--- config.mk ---
export PLATFORM = sky130hd
export DESIGN_NAME = sample_fifo_ctl_flat
export DESIGN_NICKNAME = d
export VERILOG_FILES = /design/src/rtl/sample_fifo_ctl_if.sv /design/src/rtl/sample_fifo_ctl.sv /design/src/flat_wrapper.sv
export SDC_FILE = /design/constraint.sdc
export NUM_CORES = 1
export LEC_CHECK = 0
export CAP_MARGIN = 20
export CORE_ASPECT_RATIO = 0.6
export CORE_MARGIN = 1
export CORE_UTILIZATION = 49
export CTS_CLUSTER_SIZE = 28
export DETAILED_ROUTE_END_ITERATION = 8
export HOLD_SLACK_MARGIN = 0.15
export PLACE_DENSITY = 0.85
export SYNTH_ARGS = -nofsm -noshare
export SYNTH_HDL_FRONTEND = slang
export SYNTH_SLANG_ARGS = --single-unit
--- constraint.sdc ---
create_clock -name clk -period 3.8 [get_ports clk]
set_clock_uncertainty 0.05 [all_clocks]
set_input_delay 0.57 -clock clk [delete_from_list [all_inputs] [get_ports clk]]
set_output_delay 0.57 -clock clk [all_outputs]
set_load 0.1 [all_outputs]
--- src/rtl/sample_fifo_ctl_if.sv ---
// Bus bundle for the capture-path sample FIFO: producer/consumer controls, data, status and error counts.
interface sample_fifo_ctl_if #(
  parameter int DATA_W = 12,
  parameter int ADDR_W = 3,
  parameter int CNT_W  = 16
);
  logic              flush;
  logic              wr_en;
  logic [DATA_W-1:0] wr_data;
  logic              rd_en;
  logic [DATA_W-1:0] rd_data;
  logic              rd_valid;
  logic [ADDR_W:0]   af_thresh;
  logic [ADDR_W:0]   ae_thresh;
  logic [ADDR_W:0]   level;
  logic              full;
  logic              empty;
  logic              almost_full;
  logic              almost_empty;
  logic              overflow;
  logic              underflow;
  logic [CNT_W-1:0]  ovf_count;
  logic [CNT_W-1:0]  udf_count;

  modport master (
    output flush, wr_en, wr_data, rd_en, af_thresh, ae_thresh,
    input  rd_data, rd_valid, level, full, empty, almost_full, almost_empty,
           overflow, underflow, ovf_count, udf_count
  );

  modport slave (
    input  flush, wr_en, wr_data, rd_en, af_thresh, ae_thresh,
    output rd_data, rd_valid, level, full, empty, almost_full, almost_empty,
           overflow, underflow, ovf_count, udf_count
  );
endinterface

--- src/rtl/sample_fifo_ctl.sv ---
// Sample FIFO with thresholds, flush, sticky error flags; saturating error counters under OSC_FIFO_ERRCNT_EN.
// Latency: 1 clock from accepted rd_en to rd_data/rd_valid; flags decode from registered pointers only.
// Backpressure: writes while full (without a read) are dropped and flagged; reads while empty are rejected.
module sample_fifo_ctl #(
  parameter int DATA_W = 12,
  parameter int ADDR_W = 3,
  parameter int CNT_W  = 16
) (
  input  logic             clk,
  input  logic             rst_n,
  sample_fifo_ctl_if.slave bus
);
  localparam logic [ADDR_W:0] DEPTH_L = {1'b1, {ADDR_W{1'b0}}};
  localparam logic [ADDR_W:0] PTR_ONE = {{ADDR_W{1'b0}}, 1'b1};

  logic [DATA_W-1:0] mem [2**ADDR_W];

  logic [ADDR_W:0]   wr_ptr_q, wr_ptr_d;
  logic [ADDR_W:0]   rd_ptr_q, rd_ptr_d;
  logic [DATA_W-1:0] rd_data_q, rd_data_d;
  logic              rd_valid_q, rd_valid_d;
  logic              overflow_q, overflow_d;
  logic              underflow_q, underflow_d;

  logic [ADDR_W:0] level;
  logic            full, empty;
  logic            wr_acc, rd_acc, wr_rej, rd_rej;

  assign level  = wr_ptr_q - rd_ptr_q;
  assign full   = (level == DEPTH_L);
  assign empty  = (level == '0);

  // When full, a concurrent read frees the very slot the write lands in.
  assign wr_acc = bus.wr_en && (!full || bus.rd_en);
  assign rd_acc = bus.rd_en && !empty;
  assign wr_rej = bus.wr_en && full && !bus.rd_en;
  assign rd_rej = bus.rd_en && empty;

  always_comb begin
    wr_ptr_d    = wr_ptr_q;
    rd_ptr_d    = rd_ptr_q;
    rd_data_d   = rd_data_q;
    rd_valid_d  = 1'b0;
    overflow_d  = overflow_q;
    underflow_d = underflow_q;
    if (bus.flush) begin
      wr_ptr_d    = '0;
      rd_ptr_d    = '0;
      overflow_d  = 1'b0;
      underflow_d = 1'b0;
    end else begin
      if (wr_acc) wr_ptr_d = wr_ptr_q + PTR_ONE;
      if (rd_acc) begin
        rd_ptr_d   = rd_ptr_q + PTR_ONE;
        rd_data_d  = mem[rd_ptr_q[ADDR_W-1:0]];
        rd_valid_d = 1'b1;
      end
      if (wr_rej) overflow_d  = 1'b1;
      if (rd_rej) underflow_d = 1'b1;
    end
  end

  always_ff @(posedge clk or negedge rst_n) begin
    if (!rst_n) begin
      wr_ptr_q    <= '0;
      rd_ptr_q    <= '0;
      rd_data_q   <= '0;
      rd_valid_q  <= 1'b0;
      overflow_q  <= 1'b0;
      underflow_q <= 1'b0;
    end else begin
      wr_ptr_q    <= wr_ptr_d;
      rd_ptr_q    <= rd_ptr_d;
      rd_data_q   <= rd_data_d;
      rd_valid_q  <= rd_valid_d;
      overflow_q  <= overflow_d;
      underflow_q <= underflow_d;
    end
  end

  // Storage is deliberately left unreset; pointers alone define valid contents.
  always_ff @(posedge clk) begin
    if (!bus.flush && wr_acc) mem[wr_ptr_q[ADDR_W-1:0]] <= bus.wr_data;
  end

`ifdef OSC_FIFO_ERRCNT_EN
  logic [CNT_W-1:0] ovf_cnt_q, ovf_cnt_d;
  logic [CNT_W-1:0] udf_cnt_q, udf_cnt_d;

  always_comb begin
    ovf_cnt_d = ovf_cnt_q;
    udf_cnt_d = udf_cnt_q;
    if (!bus.flush && wr_rej && (ovf_cnt_q != '1)) ovf_cnt_d = ovf_cnt_q + 1'b1;
    if (!bus.flush && rd_rej && (udf_cnt_q != '1)) udf_cnt_d = udf_cnt_q + 1'b1;
  end

  always_ff @(posedge clk or negedge rst_n) begin
    if (!rst_n) begin
      ovf_cnt_q <= '0;
      udf_cnt_q <= '0;
    end else begin
      ovf_cnt_q <= ovf_cnt_d;
      udf_cnt_q <= udf_cnt_d;
    end
  end

  assign bus.ovf_count = ovf_cnt_q;
  assign bus.udf_count = udf_cnt_q;
`else
  assign bus.ovf_count = '0;
  assign bus.udf_count = '0;
`endif

  assign bus.rd_data      = rd_data_q;
  assign bus.rd_valid     = rd_valid_q;
  assign bus.level        = level;
  assign bus.full         = full;
  assign bus.empty        = empty;
  assign bus.almost_full  = (level >= bus.af_thresh);
  assign bus.almost_empty = (level <= bus.ae_thresh);
  assign bus.overflow     = overflow_q;
  assign bus.underflow    = underflow_q;
endmodule

--- src/flat_wrapper.sv ---
// flat-port wrapper written by rule: the top's interface ports become plain ports
module sample_fifo_ctl_flat 
#(
  parameter int DATA_W = 12,
  parameter int ADDR_W = 3,
  parameter int CNT_W  = 16
)
  (clk, rst_n, bus_flush, bus_wr_en, bus_wr_data, bus_rd_en, bus_af_thresh, bus_ae_thresh, bus_rd_data, bus_rd_valid, bus_level, bus_full, bus_empty, bus_almost_full, bus_almost_empty, bus_overflow, bus_underflow, bus_ovf_count, bus_udf_count);
  sample_fifo_ctl_if #(.DATA_W(DATA_W), .ADDR_W(ADDR_W), .CNT_W(CNT_W)) bus_i ();
  input  logic clk;
  input  logic rst_n;
  input wire logic [$bits(bus_i.flush)-1:0] bus_flush;
  input wire logic [$bits(bus_i.wr_en)-1:0] bus_wr_en;
  input wire logic [$bits(bus_i.wr_data)-1:0] bus_wr_data;
  input wire logic [$bits(bus_i.rd_en)-1:0] bus_rd_en;
  input wire logic [$bits(bus_i.af_thresh)-1:0] bus_af_thresh;
  input wire logic [$bits(bus_i.ae_thresh)-1:0] bus_ae_thresh;
  output wire logic [$bits(bus_i.rd_data)-1:0] bus_rd_data;
  output wire logic [$bits(bus_i.rd_valid)-1:0] bus_rd_valid;
  output wire logic [$bits(bus_i.level)-1:0] bus_level;
  output wire logic [$bits(bus_i.full)-1:0] bus_full;
  output wire logic [$bits(bus_i.empty)-1:0] bus_empty;
  output wire logic [$bits(bus_i.almost_full)-1:0] bus_almost_full;
  output wire logic [$bits(bus_i.almost_empty)-1:0] bus_almost_empty;
  output wire logic [$bits(bus_i.overflow)-1:0] bus_overflow;
  output wire logic [$bits(bus_i.underflow)-1:0] bus_underflow;
  output wire logic [$bits(bus_i.ovf_count)-1:0] bus_ovf_count;
  output wire logic [$bits(bus_i.udf_count)-1:0] bus_udf_count;
  assign bus_i.flush = bus_flush;
  assign bus_i.wr_en = bus_wr_en;
  assign bus_i.wr_data = bus_wr_data;
  assign bus_i.rd_en = bus_rd_en;
  assign bus_i.af_thresh = bus_af_thresh;
  assign bus_i.ae_thresh = bus_ae_thresh;
  assign bus_rd_data = bus_i.rd_data;
  assign bus_rd_valid = bus_i.rd_valid;
  assign bus_level = bus_i.level;
  assign bus_full = bus_i.full;
  assign bus_empty = bus_i.empty;
  assign bus_almost_full = bus_i.almost_full;
  assign bus_almost_empty = bus_i.almost_empty;
  assign bus_overflow = bus_i.overflow;
  assign bus_underflow = bus_i.underflow;
  assign bus_ovf_count = bus_i.ovf_count;
  assign bus_udf_count = bus_i.udf_count;
  sample_fifo_ctl #(.DATA_W(DATA_W), .ADDR_W(ADDR_W), .CNT_W(CNT_W)) u_core (.clk(clk), .rst_n(rst_n), .bus(bus_i));
endmodule
# --- Word level (Yosys, flattened, before mapping) ---
# Memories as Yosys holds them, arrays and structs flattened. A register that Yosys moved wholly into a read port is not among the register bits.
# Cells that the tools add are included.
word_totals:
  regBits: 11
  mem_bits_rw: 96
  in_bits: 25
  output_inout_bits: 55
  word_cells: 43
  mem_count: 1
memory_table:
  columns: ["name", "words", "word_bits", "read_ports", "rd_clocked_by_memory_dff", "write_ports", "line_no", "source"]
  rows:
  - ["u_core.mem", 8, 12, 1, 1, 1, "sample_fifo_ctl.sv:16", "logic [DATA_W-1:0] mem [2**ADDR_W];"]
classes:
  addsub: 3
  order_cmp: 2
  n_eq_ne: 1
  n_mux: 12
  bitwise_logic: 1
  reduce_logical: 18
op_table:
  columns: ["operator", "n"]
  rows:
  - ["$mux W4", 4]
  - ["$add A4 B1 Y4 const B", 2]
  - ["$mux W1", 8]
  - ["$reduce_bool A2 Y1", 4]
  - ["$logic_and A1 B1 Y1", 6]
  - ["$logic_not A1 Y1", 5]
  - ["$eq A4 B4 Y1 const B", 1]
  - ["$ge A4 B4 Y1", 1]
  - ["$le A4 B4 Y1", 1]
  - ["$logic_not A4 Y1", 1]
  - ["$sub A4 B4 Y4", 1]
  - ["$reduce_and A2 Y1", 1]
  - ["$logic_or A1 B1 Y1", 1]
  - ["$not A1 Y1", 1]

# --- Depth between registers and ports, before layout ---
depth:
  ltp_word: 8
  mapped_depth: 11
  depth_no_buf: 10

# --- Least setup slack after synthesis ---
# OpenSTA, ideal clock, no wires.
synth_path:
  path_kind: "register to register"
  from: "register u_core.rd_ptr_q[1]"
  to: "memory u_core.mem[4][0], enable pin"
  setup_ns: 0.412
  arrival_time_ns: 4.904
  t_required_ns: 3.338
  path_slack_ns: -1.567
  path_stages_with_launch: 9
  path_buffers: 2
  synth_period_minus_slack_ns: 5.367
  cell_sequence: "dfrtp_1 clkbuf_1 clkbuf_1 inv_1 fa_1 xor2_1 or3_4 o31ai_4 nor4_1"
synth_between:
  elab_chain_cells: 8
synth_lines:
  columns: ["item", "line_no", "source"]
  rows:
  - ["start: declaration", "sample_fifo_ctl.sv:19", "logic [ADDR_W:0] rd_ptr_q, rd_ptr_d;"]
  - ["start signal: assignment", "sample_fifo_ctl.sv:73", "rd_ptr_q <= rd_ptr_d;"]
  - ["$sub A4 B4 Y4", "sample_fifo_ctl.sv:29", "assign level = wr_ptr_q - rd_ptr_q;"]
  - ["net bus_level[2]", "flat_wrapper.sv:20", "output wire logic [$bits(bus_i.level)-1:0] bus_level;"]
  - ["$eq A4 B4 Y1", "sample_fifo_ctl.sv:30", "assign full = (level == DEPTH_L);"]
  - ["$logic_not A1 Y1", "sample_fifo_ctl.sv:34", "assign wr_acc = bus.wr_en && (!full || bus.rd_en);"]
  - ["$logic_or A1 B1 Y1", "sample_fifo_ctl.sv:34", null]
  - ["$logic_and A1 B1 Y1", "sample_fifo_ctl.sv:34", null]
  - ["$logic_and A1 B1 Y1", "sample_fifo_ctl.sv:83", "if (!bus.flush && wr_acc) mem[wr_ptr_q[ADDR_W-1:0]] <= bus.wr_data;"]
  - ["$mux W1", "sample_fifo_ctl.sv:83", null]
  - ["$mux W1 (implied by the code)", "sample_fifo_ctl.sv:83", null]
  - ["end: declaration", "sample_fifo_ctl.sv:16", null]
# The timed path passes the listed nets, and every way through them passes these cells.

# --- Final worst setup path ---
layout_path:
  from: "register u_core.wr_ptr_q[2]"
  to: "output port bus_almost_empty"
layout_between:
  elab_chain_cells: 2
layout_lines:
  columns: ["item", "line_no", "source"]
  rows:
  - ["start: declaration", "sample_fifo_ctl.sv:18", "logic [ADDR_W:0] wr_ptr_q, wr_ptr_d;"]
  - ["start signal: assignment", "sample_fifo_ctl.sv:72", "wr_ptr_q <= wr_ptr_d;"]
  - ["$sub A4 B4 Y4", "sample_fifo_ctl.sv:29", null]
  - ["$le A4 B4 Y1", "sample_fifo_ctl.sv:120", "assign bus.almost_empty = (level <= bus.ae_thresh);"]
  - ["end: declaration", "flat_wrapper.sv:24", "output wire logic [$bits(bus_i.almost_empty)-1:0] bus_almost_empty;"]
# No other way between the ends.

==> results.yml <==
clock_network:
  cts.reportedPaths.clkPinSlew_ns: 0.06
  numCtsBuffers: 17
  clk_latency_ns: 0.40
  cts.sinks: 119
  clk_path_buf_depth: 2
  clock-root-buffer: "clkbuf_16"
  post_cts_buffers: 0
  cts_max_level: 4
  cts_hold_repair.buffers: 0
  cts_tree: "yes"
  cts-resized-gates: 0
routing:
  first_iter_violations: 237
  firstDrtPassIters: 4
  wl_per_cell_um: 18.38
  avgViaCountPerCell: 5.303
  via_count: 2922
  wirelength_um: 10130
  ant_nets: 0
  drc_errors: 0
pwr:
  comb_power_share: 0.460
  switchingPower_mw: 2.475
  p_leak_nw: 2.367
  internal_power_mw: 3.331
  p_seq_frac: 0.276
  fin_total_pwr_mw: 5.806
  swShare: 0.4263
  ir_worst_vdd_uv: 640.5
  power_density_nw_per_um2: 889.2
  clkPwrFrac: 0.264
synth:
  synth-seq-cells: 119
  syn_inst: 334
  post_synth.cell_area_avg_sq_um: 15.65
  synth_top_area_share: 0.5516
  synth_warnings: 0
  synthTopCellsByArea: "edfxtp_1 55%, dfrtp_1 11%, mux4_2 10%"
  mappedNetlistArea_sq_um: 5226
  seq_area_frac_synth: 0.6617
  ys_types: 37
  synth_top_area_cell: "edfxtp_1"
critical_path:
  worst-path-buf-inv: 2
  crit_chain: "ha_1, a21oi_1, a21oi_1, nor2_2, clkinvlp_4, ha_4, a21oi_1, a41o_4, buf_12"
  crit_type: "reg -> out"
  r2r-end: "u_core.mem[3][6]$_DFFE_PP_"
  crit_slowest_cell: "dfrtp_1"
  endpoint_kind: "output pin"
  worstReg2RegStart: "u_core.wr_ptr_q[0]$_DFFE_PN0P_"
  critPathRequiredTime_ns: 3.18
  worstSetupStartpoint: "u_core.wr_ptr_q[2]$_DFFE_PN0P_"
  cp_max_fo: 5
  cp.depth: 9
  critPathTopFamily: "compound AO/OA/AOI/OAI gates"
  setup.worst_path.end: "bus_almost_empty"
  cpPeakStageDelay_ns: 0.44
  arrival_ns: 3.01
  start_kind: "flip-flop"
  cpMostUsedCell: "a21oi_1"
  rr_worst_depth: 9
  r2r_setup_slack_ns: 0.60
layout:
  area_growth_syn_to_layout_pct: 24.95
  drive_gt1_frac: 0.2380
  stdcell_area_sq_um: 6530
  seqCellArea_sq_um: 3458
  final_util: 0.6450
  diodes: 0
  layout_commonest_cell: "edfxtp_1"
  finalNetCount: 442
  stdcell_count: 551
  n_fill_cell: 693
  multi_input_area_sq_um: 1603
  final_cell_mix: "96 x edfxtp_1, 39 x clkdlybuf4s50_1, 32 x conb_1, 28 x nand2_1, 24 x mux4_2"
sta:
  period_share: 0.9543
  worst_slew_pin_slew_ns: 1.012
  hold_violations: 0
  finalSetupTns_ns: 0
  fmax_ghz: 0.2758
  grt_setup_unrepaired: "false"
  relSlewSlack: 0.3200
  period_needed_ns: 3.626
  finalSetupViolations: 0
  setup_slack_ns: 0.1737
  slew_violations: 0
  whs_ns: 0.4571
place:
  place_area_sq_um: 5952
  dpl.cell_count: 519
  io_buffers: 47
  place_congestion: 0.8497
  place_hpwl_um: 6605
  pre_cts_ws_ns: 0.6102
floorplan:
  die_w_um: 135.3
  core_sq_um: 10120
  dieHeight_um: 82.00
  ios: 80
  initial_utilization: 0.5162
  die-area_sq_um: 11100
  rows: 28
run:
  drv_cap: 0
global_routing:
  grt_pass1_vias: 2916
  grt_first_pass_wirelength_um: 16140
  grt_util_all_layers: 0.2081
  grt_start_max_net_pins: 28
  overflow: 0
  antenna_found_initial: 0
hold_path:
  hold_class: "reg -> reg"
status:
  outcome: "finished, final reports clean"
==> layout make-up <==
cell class,count,area share
Tap cell,135,0.02587
Clock inverter,15,0.02338
Inverter,18,0.01092
Clock buffer,17,0.06515
Multi-Input combinational cell,185,0.2454
Timing Repair Buffer,62,0.09964
Sequential cell,119,0.5296
==> power by group through the flow <==
| stage | sequential [mW] | combinational (mW) | clock (mW) |
|---|---|---|---|
| 2_1_floorplan | 2.13 | 1.51 | 0 |
| 3_3_place_gp | 1.61 | 2.63 | 0 |
| 3_5_place_dp | 1.62 | 2.68 | 0 |
| 4_1_cts | 1.60 | 2.69 | 1.56 |
| 5_1_grt | 1.61 | 2.82 | 1.62 |
| 6_report | 1.60 | 2.67 | 1.54 |
==> cell usage after synthesis <==
master,count
a21o_1,2
a21o_2,1
a21oi_1,10
a31oi_1,12
a41o_1,1
a41oi_1,1
a41oi_2,1
and2_1,1
and3b_2,1
buf_2,3
buf_4,32
buf_6,2
clkbuf_1,6
conb_1,1
dfrtp_1,23
edfxtp_1,96
fa_1,1
ha_1,13
inv_1,18
mux2i_1,3
mux4_2,24
nand2_1,28
nand2b_1,3
nand3_1,4
nand3b_1,1
nor2_1,19
nor2b_1,2
nor3_1,5
nor3_2,1
nor4_1,4
o21ai_0,5
o311a_4,1
o31ai_4,2
or3_1,2
or3_4,1
xnor2_1,2
xor2_1,2
==> worst min-delay path, cell delays in order (launching register included) <==
cell,delay [ns]
dfrtp_1,0.35
a41oi_1,0.05
nor2_1,0.07
==> worst min path at each step <==
stage	start	cells past startpoint	endpoint	slack [ns]
finish	u_core.bus.overflow$_DFFE_PN0P_	2	u_core.bus.overflow$_DFFE_PN0P_	0.46
global route	rst_n	2	u_core.bus.rd_data[11]$_DFFE_PN0P_	0.50
CTS	u_core.bus.overflow$_DFFE_PN0P_	2	u_core.bus.overflow$_DFFE_PN0P_	0.46
detailed placement	u_core.bus.overflow$_DFFE_PN0P_	2	u_core.bus.overflow$_DFFE_PN0P_	0.44
global placement	u_core.bus.underflow$_DFFE_PN0P_	2	u_core.bus.underflow$_DFFE_PN0P_	0.43
floorplan	rst_n	0	u_core.bus.overflow$_DFFE_PN0P_	0.22
==> logic make-up after synthesis <==
group,share of synthesized area
multiplexers,0.1092
AND/OR/NAND/NOR,0.06416
other,0.0007175
AO/OA/AOI/OAI,0.05219
flip-flops,0.6617
adder cells (fa/ha/maj),0.03495
buffers and inverters,0.07038
XOR/XNOR,0.006705
==> routing by layer <==
metal | GRT usage | routed length [um] | share of wire | vias up
met5 | 0 | 0 | 0 | -
met1 | 0.2776 | 4602 | 0.45 | 1471
li1 | - | - | - | 1337
met4 | 0.06966 | 78 | 0.0077 | 0
met2 | 0.3328 | 4902 | 0.48 | 109
met3 | 0.05864 | 545 | 0.054 | 5
==> registers in the layout, summed over array words and instances (netlist names) <==
| name | cells |
|---|---|
| u_core.bus.underflow | 1 |
| u_core.rd_ptr_q | 4 |
| u_core.wr_ptr_q | 4 |
| u_core.bus.rd_valid | 1 |
| u_core.mem | 96 |
| u_core.bus.overflow | 1 |
| u_core.bus.rd_data | 12 |
No activity file was read; power rests on OpenSTA's default activity.
